$ cat src/rtl/dmem_pkg.sv
// Shared types and constants for the data-memory arbiter and the memory it fronts.
package dmem_pkg;

  localparam int unsigned MEM_BYTES = 1024;

  typedef enum logic [2:0] {
    MODE_BYTE = 3'b000,
    MODE_HALF = 3'b001,
    MODE_WORD = 3'b010
  } mem_mode_e;

  typedef enum logic {
    IDLE  = 1'b0,
    BURST = 1'b1
  } arb_state_e;

endpackage

$ cat src/rtl/dmem_arbiter.sv
// Arbitrates the data memory between the MEM-stage core port and a burst DMA port.
// Core has fixed priority; a saturating wait counter forces one DMA beat through.
module dmem_arbiter #(
  parameter int unsigned MEM_BYTES = dmem_pkg::MEM_BYTES,
  parameter int unsigned MAX_WAIT  = 4,
  parameter int unsigned LEN_W     = 8
) (
  input  logic             clk,
  input  logic             rst,
  input  logic             c_req,
  input  logic             c_we,
  input  logic [2:0]       c_mode,
  input  logic [31:0]      c_addr,
  input  logic [31:0]      c_wdata,
  output logic             c_stall,
  output logic [31:0]      c_rdata,
  input  logic             d_start,
  input  logic             d_we,
  input  logic [31:0]      d_base,
  input  logic [LEN_W-1:0] d_len,
  input  logic [31:0]      d_wdata,
  output logic             d_ack,
  output logic             d_rvalid,
  output logic [31:0]      d_rdata,
  output logic             d_busy,
  output logic             d_done,
  output logic             m_we,
  output logic [2:0]       m_mode,
  output logic [31:0]      m_addr,
  output logic [31:0]      m_wdata,
  input  logic [31:0]      m_rdata
);

  import dmem_pkg::*;

  localparam int unsigned WAIT_W = $clog2(MAX_WAIT + 1);

  arb_state_e       state_q, state_d;
  logic [31:0]      addr_q, addr_d;
  logic [LEN_W-1:0] left_q, left_d;
  logic             we_q, we_d;
  logic [WAIT_W-1:0] wait_q, wait_d;
  logic             done_q, rvalid_q;
  logic [31:0]      rdata_q;
  logic             dma_gnt, last_beat;

  // DMA grant is masked while reset is asserted so an aborted burst never writes.
  assign dma_gnt   = rst && (state_q == BURST) && (!c_req || (wait_q == WAIT_W'(MAX_WAIT)));
  assign last_beat = dma_gnt && (left_q == LEN_W'(1));

  always_ff @(posedge clk) begin
    if (!rst) state_q <= IDLE;
    else      state_q <= state_d;
  end

  always_comb begin
    state_d = state_q;
    case (state_q)
      IDLE:    if (d_start && (d_len != '0)) state_d = BURST;
      BURST:   if (last_beat) state_d = IDLE;
      default: state_d = IDLE;
    endcase
  end

  always_comb begin
    d_busy  = (state_q == BURST);
    d_ack   = dma_gnt;
    c_stall = c_req && dma_gnt;
    if (dma_gnt) begin
      m_we    = we_q;
      m_mode  = MODE_WORD;
      m_addr  = addr_q;
      m_wdata = d_wdata;
    end else begin
      m_we    = c_req && c_we;
      m_mode  = c_mode;
      m_addr  = c_addr;
      m_wdata = c_wdata;
    end
  end

  always_comb begin
    addr_d = addr_q;
    left_d = left_q;
    we_d   = we_q;
    wait_d = wait_q;
    if (state_q == IDLE) begin
      wait_d = '0;
      if (d_start && (d_len != '0)) begin
        addr_d = d_base;
        left_d = d_len;
        we_d   = d_we;
      end
    end else if (dma_gnt) begin
      addr_d = (addr_q + 32'd4) % MEM_BYTES;
      left_d = left_q - LEN_W'(1);
      wait_d = '0;
    end else if (wait_q != WAIT_W'(MAX_WAIT)) begin
      wait_d = wait_q + WAIT_W'(1);
    end
  end

  always_ff @(posedge clk) begin
    if (!rst) begin
      addr_q   <= '0;
      left_q   <= '0;
      we_q     <= 1'b0;
      wait_q   <= '0;
      done_q   <= 1'b0;
      rvalid_q <= 1'b0;
      rdata_q  <= '0;
    end else begin
      addr_q   <= addr_d;
      left_q   <= left_d;
      we_q     <= we_d;
      wait_q   <= wait_d;
      done_q   <= last_beat;
      rvalid_q <= dma_gnt && !we_q;
      if (dma_gnt && !we_q) rdata_q <= m_rdata;
    end
  end

  assign d_done   = done_q;
  assign d_rvalid = rvalid_q;
  assign d_rdata  = rdata_q;
  assign c_rdata  = m_rdata;

endmodule
$ cat config.mk
export PLATFORM = sky130hd
export DESIGN_NAME = dmem_arbiter
export DESIGN_NICKNAME = d
export VERILOG_FILES = /design/src/rtl/dmem_pkg.sv /design/src/rtl/dmem_arbiter.sv
export SDC_FILE = /design/constraint.sdc
export NUM_CORES = 1
export LEC_CHECK = 0
export BUFFER_PORTS_ARGS = -buffer_cell sky130_fd_sc_hd__buf_4
export CORE_AREA = 2 2 123 125
export DETAILED_ROUTE_END_ITERATION = 10
export DIE_AREA = 0 0 125 127
export PLACE_DENSITY_LB_ADDON = 0.12
export SYNTH_ARGS = -nofsm -noshare
export SYNTH_HDL_FRONTEND = slang
export SYNTH_SLANG_ARGS = --single-unit
$ cat constraint.sdc
create_clock -name clk -period 4.8 [get_ports clk]
set_clock_uncertainty 0.05 [all_clocks]
set_input_delay 0.72 -clock clk [delete_from_list [all_inputs] [get_ports clk]]
set_output_delay 0.72 -clock clk [all_outputs]
set_load 0.005 [all_outputs]
; Yosys cells after proc, flatten, opt, wreduce, memory -nomap -nowiden
; Index checks and enable logic that the tools add are counted.
[totals]
elab_cells = 45
out_inout_bits = 137
in_bits = 177
reg_bits = 79
[classes]
reduce_logical = 15
muxes = 13
add_sub_neg = 3
bitwise = 2
eq_ne = 4
[ops]
columns = operator, n
row1 = two-way mux 32 bit, 5
row2 = two-way mux 8 bit, 3
row3 = "adder 10 x 3 -> 10 bit, second input constant", 1
row4 = "== test 8 x 1 -> 1 bit, second input constant", 1
row5 = nonzero test 8 bit, 1
row6 = "subtractor 8 x 1 -> 8 bit, second input constant", 1
row7 = logical AND 1 bit, 7
row8 = AND reduction 2 bit, 2
row9 = "adder 3 x 1 -> 3 bit, second input constant", 1
row10 = "== test 3 bit, second input constant", 1
row11 = two-way mux 1 bit, 3
row12 = two-way mux 3 bit, 1
row13 = "!= test 3 bit, second input constant", 1
row14 = OR reduction 3 bit, 1
row15 = logical NOT 1 bit, 2
row16 = "!= test 2 x 1 -> 1 bit, second input constant", 1
row17 = inverter 1 bit, 2
row18 = one-hot mux 1 bit (2 select lines), 1
row19 = nonzero test 2 bit, 1
row20 = logical OR 1 bit, 1

; Depth between registers and ports, before layout
[logic_depth]
ltp_word = 6
ltp_mapped = 9
mapped_depth_nobuf = 7

; Worst setup path before layout
; OpenSTA, ideal clock, no wires.
[synth_path]
path_kind = input to output
from = input port rst
to = output port m_addr[0]
path_slack_ns = 2.262
n_path_buf = 4
required_time_ns = 4.030
path_stages = 8
t_arrival_ns = 1.768
path_cell_list = buf_2 -> nand2_2 -> or2_1 -> buf_4 -> buf_2 -> buf_2 -> nand2_1 -> nand2_1
[synth_between]
elab_chain_cells = 3
[synth_lines]
columns = element, line_no
row1 = "start, declared", dmem_arbiter.sv:9  ; input logic rst,
row2 = logical AND 1 bit (2 in series), dmem_arbiter.sv:48  ; assign dma_gnt = rst && (state_q == BURST) && (!c_req || (wait_q == WAIT_W'(MAX_WAIT)));
row3 = two-way mux 32 bit, dmem_arbiter.sv:69  ; if (dma_gnt) begin
row4 = "end, declared", dmem_arbiter.sv:29  ; output logic [31:0] m_addr,
; No other way between the ends.

; Final worst setup path
[layout_path]
from = register wait_q[0]
to = output port m_wdata[18]
[layout_between]
elab_chain_cells = 4
[layout_lines]
columns = element, line_no
row1 = "start, declared", dmem_arbiter.sv:42  ; logic [WAIT_W-1:0] wait_q, wait_d;
row2 = "start signal, assigned", dmem_arbiter.sv:116  ; wait_q <= wait_d;
row3 = == test 3 bit, dmem_arbiter.sv:48
row4 = logical OR 1 bit, dmem_arbiter.sv:48
row5 = logical AND 1 bit, dmem_arbiter.sv:48
row6 = two-way mux 32 bit, dmem_arbiter.sv:69
row7 = "end, declared", dmem_arbiter.sv:30  ; output logic [31:0] m_wdata,
; No other way between the ends.

==> results.ini <==
[cts]
htreeDepth = 3
clk_pin_slew_ns = 0.06
clock_latency_ns = 0.34
cts_buffers = 9
cts_tree = built
cts_root_buffer = clkbuf_16
cts-resized-gates = 0
postCtsHoldBufs = 0
post_cts_buffers = 0
cts_sinks = 79
cts_buffer_depth = 2

[detailed_routing]
wl_per_cell_um = 16.3
viasPerCell = 4.86
dr_total_vias = 5348
drtIter0Drc = 330
met3_wirelength_mm = 1.43
ant_nets = 0
dr.pass1.iters = 4
dr_wl_met2_mm = 9.04
drc_errors = 0
highest_layer = met4
wl_met1_mm = 7.21
wl_mm = 18.0

[global_routing]
gr-total-overflow = 0
grt_pass1_wl_mm = 27.0
grt_pass1_vias = 5008
grtUsageTotal_pct = 21.2
antenna_found_initial = 0
grt_max_degree = 77

[critical_path]
cp.required_ns = 4.03
start_kind = register
worst-path-buf-inv = 3
crit_type = reg -> out
path_cells = inv_1 -> ha_1 -> a21boi_2 -> or2_4 -> buf_4 -> nand2_1 -> nand2_1 -> buf_4
critPathTopFamily = buffers and inverters
critPathMaxFanout = 76
cpMaxStageDelayCell = buf_4
crit_path_end_kind = output port
max_stage_delay_ns = 0.64
crit_arrival_ns = 2.50

[placement]
port_buffers = 313
gp_congestion = 0.906
placed_area_um2 = 6700
place_inst = 1085
hpwl_mm = 13.1

[timing]
setup_viol = 0
finalSetupTns_ns = 0
drv_slew = 0
fin_crit_sh_pct = 68.2
final.min_clock_period_ns = 3.27
rsz0062_at_grt = false
tightest_slew_ns = 0.818
hold_violations = 0
max-slew-margin-rel_pct = 45.5
max_freq_mhz = 305

[cells_and_area]
stdcell_area_um2 = 6980
n_antenna_cell = 0
areaGrowthSynthToFinish_pct = 53.6
nNetsFinal = 1094
fin_util_pct = 48.4
fin_cells = 1101
layout-drive-gt1-share_pct = 38.5

[synth]
synth_warnings = 0
ys_seq_area_share_pct = 34.8
synth_area_um2 = 4540
ys_types = 48
postSynthCellCount = 661
avgSynthCellArea_um2 = 6.87
synth-seq-cells = 79
syn-num-nets = 843

[floorplan]
start_util_pct = 31.5
die-area_um2 = 15900
pin_count = 314
die_w_um = 125
coreArea_um2 = 14400
die_h_um = 127
rows = 44

[outcome]
status = finished, final reports clean

[min_path]
hold_class = reg -> reg

[power]
p_total_uw = 1810
leakagePower_uw = 0.00335
ir_drop_mv = 0.142
powerDensity_nw_per_um2 = 260

[flow_run]
maxCapViolations = 0

## metal layers
| layer | track usage (%) | vias up |
|---|---|---|
| li1 | - | 2694 |
| met1 | 25.5 | 2398 |
| met4 | 6.47 | 0 |
| met3 | 5.07 | 15 |
| met5 | 0 | - |
| met2 | 37.5 | 241 |
## state kept, by name, summed over array words and instances (netlist names)
signal	count
addr_q	32
d_busy	1
d_done	1
d_rdata	32
d_rvalid	1
left_q	8
wait_q	3
we_q	1
## power breakdown
part / internal, uW / leakage (uW) / total (uW) / switching (uW)
sequential: 688 / 0.000644 / 713 / 25.4
combinational: 239 / 0.00258 / 447 / 208
clock: 355 / 0.000129 / 650 / 295
## metrics by stage
stage               setup WS, ns  hold WS, ns
floorplan                   2.26        0.375
global placement            1.64        0.398
detailed placement          1.66        0.393
CTS                         1.49        0.402
global route                1.28        0.428
finish                      1.53        0.396
## worst paths after layout
kind / from / end / slack, ns / cells past startpoint
worst max-delay path: wait_q[0] / m_wdata[18] / 1.53 / 8
worst max register to register: wait_q[0] / left_q[1] / 2.42 / 8
worst min-delay path: wait_q[0] / wait_q[0] / 0.40 / 1
worst min register to register: wait_q[0] / wait_q[0] / 0.40 / 1
## cells by family (layout without fill, tap and decap cells)
group,count (synthesis),count (layout),synth area share [%]
flip-flops,79,79,34.8
AO/OA/AOI/OAI,142,142,18.6
adder cells (fa/ha/maj),5,5,1.38
multiplexers,6,6,1.32
AND/OR/NAND/NOR,334,334,31.6
buffers and inverters,95,351,12.3
## placed cells by master, fill, tap and decap left out, drive strengths merged, types with 4 or more instances in the layout
cell type,count
nand3,51
a21oi,70
nor2b,5
nand2,245
mux2i,6
o22ai,9
nor2,6
nor4,5
dfxtp,79
clkbuf,9
and2,5
nor3,6
ha,5
buf,324
inv,14
o32ai,4
o21ai,37
## final cells by class
type | instances | area, um2
fillers | 1563 | 7450
repair buffers | 324 | 2430
multi-input cells | 487 | 2410
flip-flops and latches | 79 | 1580
well taps | 184 | 230
clock buffers | 9 | 225
clock inverters | 7 | 53.8
inverters | 11 | 41.3
## synth_stat cells (all sizes together)
cell,number,share of area [%]
o311a,1,0.22
a211oi,2,0.61
nand4,1,0.14
a221oi,2,0.66
and2,5,0.69
dfxtp,79,35
nand3,51,5.6
or2,1,0.14
o32ai,4,0.77
nand4b,1,0.19
nand2b,2,0.28
and3,1,0.14
a2bb2oi,3,0.58
o21ai,37,4.1
or4bb,1,0.25
clkbuf,21,1.7
a211o,1,0.19
a21boi,1,0.25
o41ai,2,0.39
mux2i,6,1.3
a22oi,2,0.33
a21oi,70,7.7
nor2b,5,0.69
nor2,6,0.55
a31oi,1,0.14
nor3b,2,0.33
a32o,3,0.66
and4,1,0.19
o2bb2ai,3,0.58
nor4,5,0.96
inv,11,0.91
o21a,1,0.17
nand2,245,20
o22ai,9,1.2
buf,63,9.6
nor3,6,0.77
or4b,1,0.22
ha,5,1.4
Note: power is estimated with default switching activity, not from simulation.
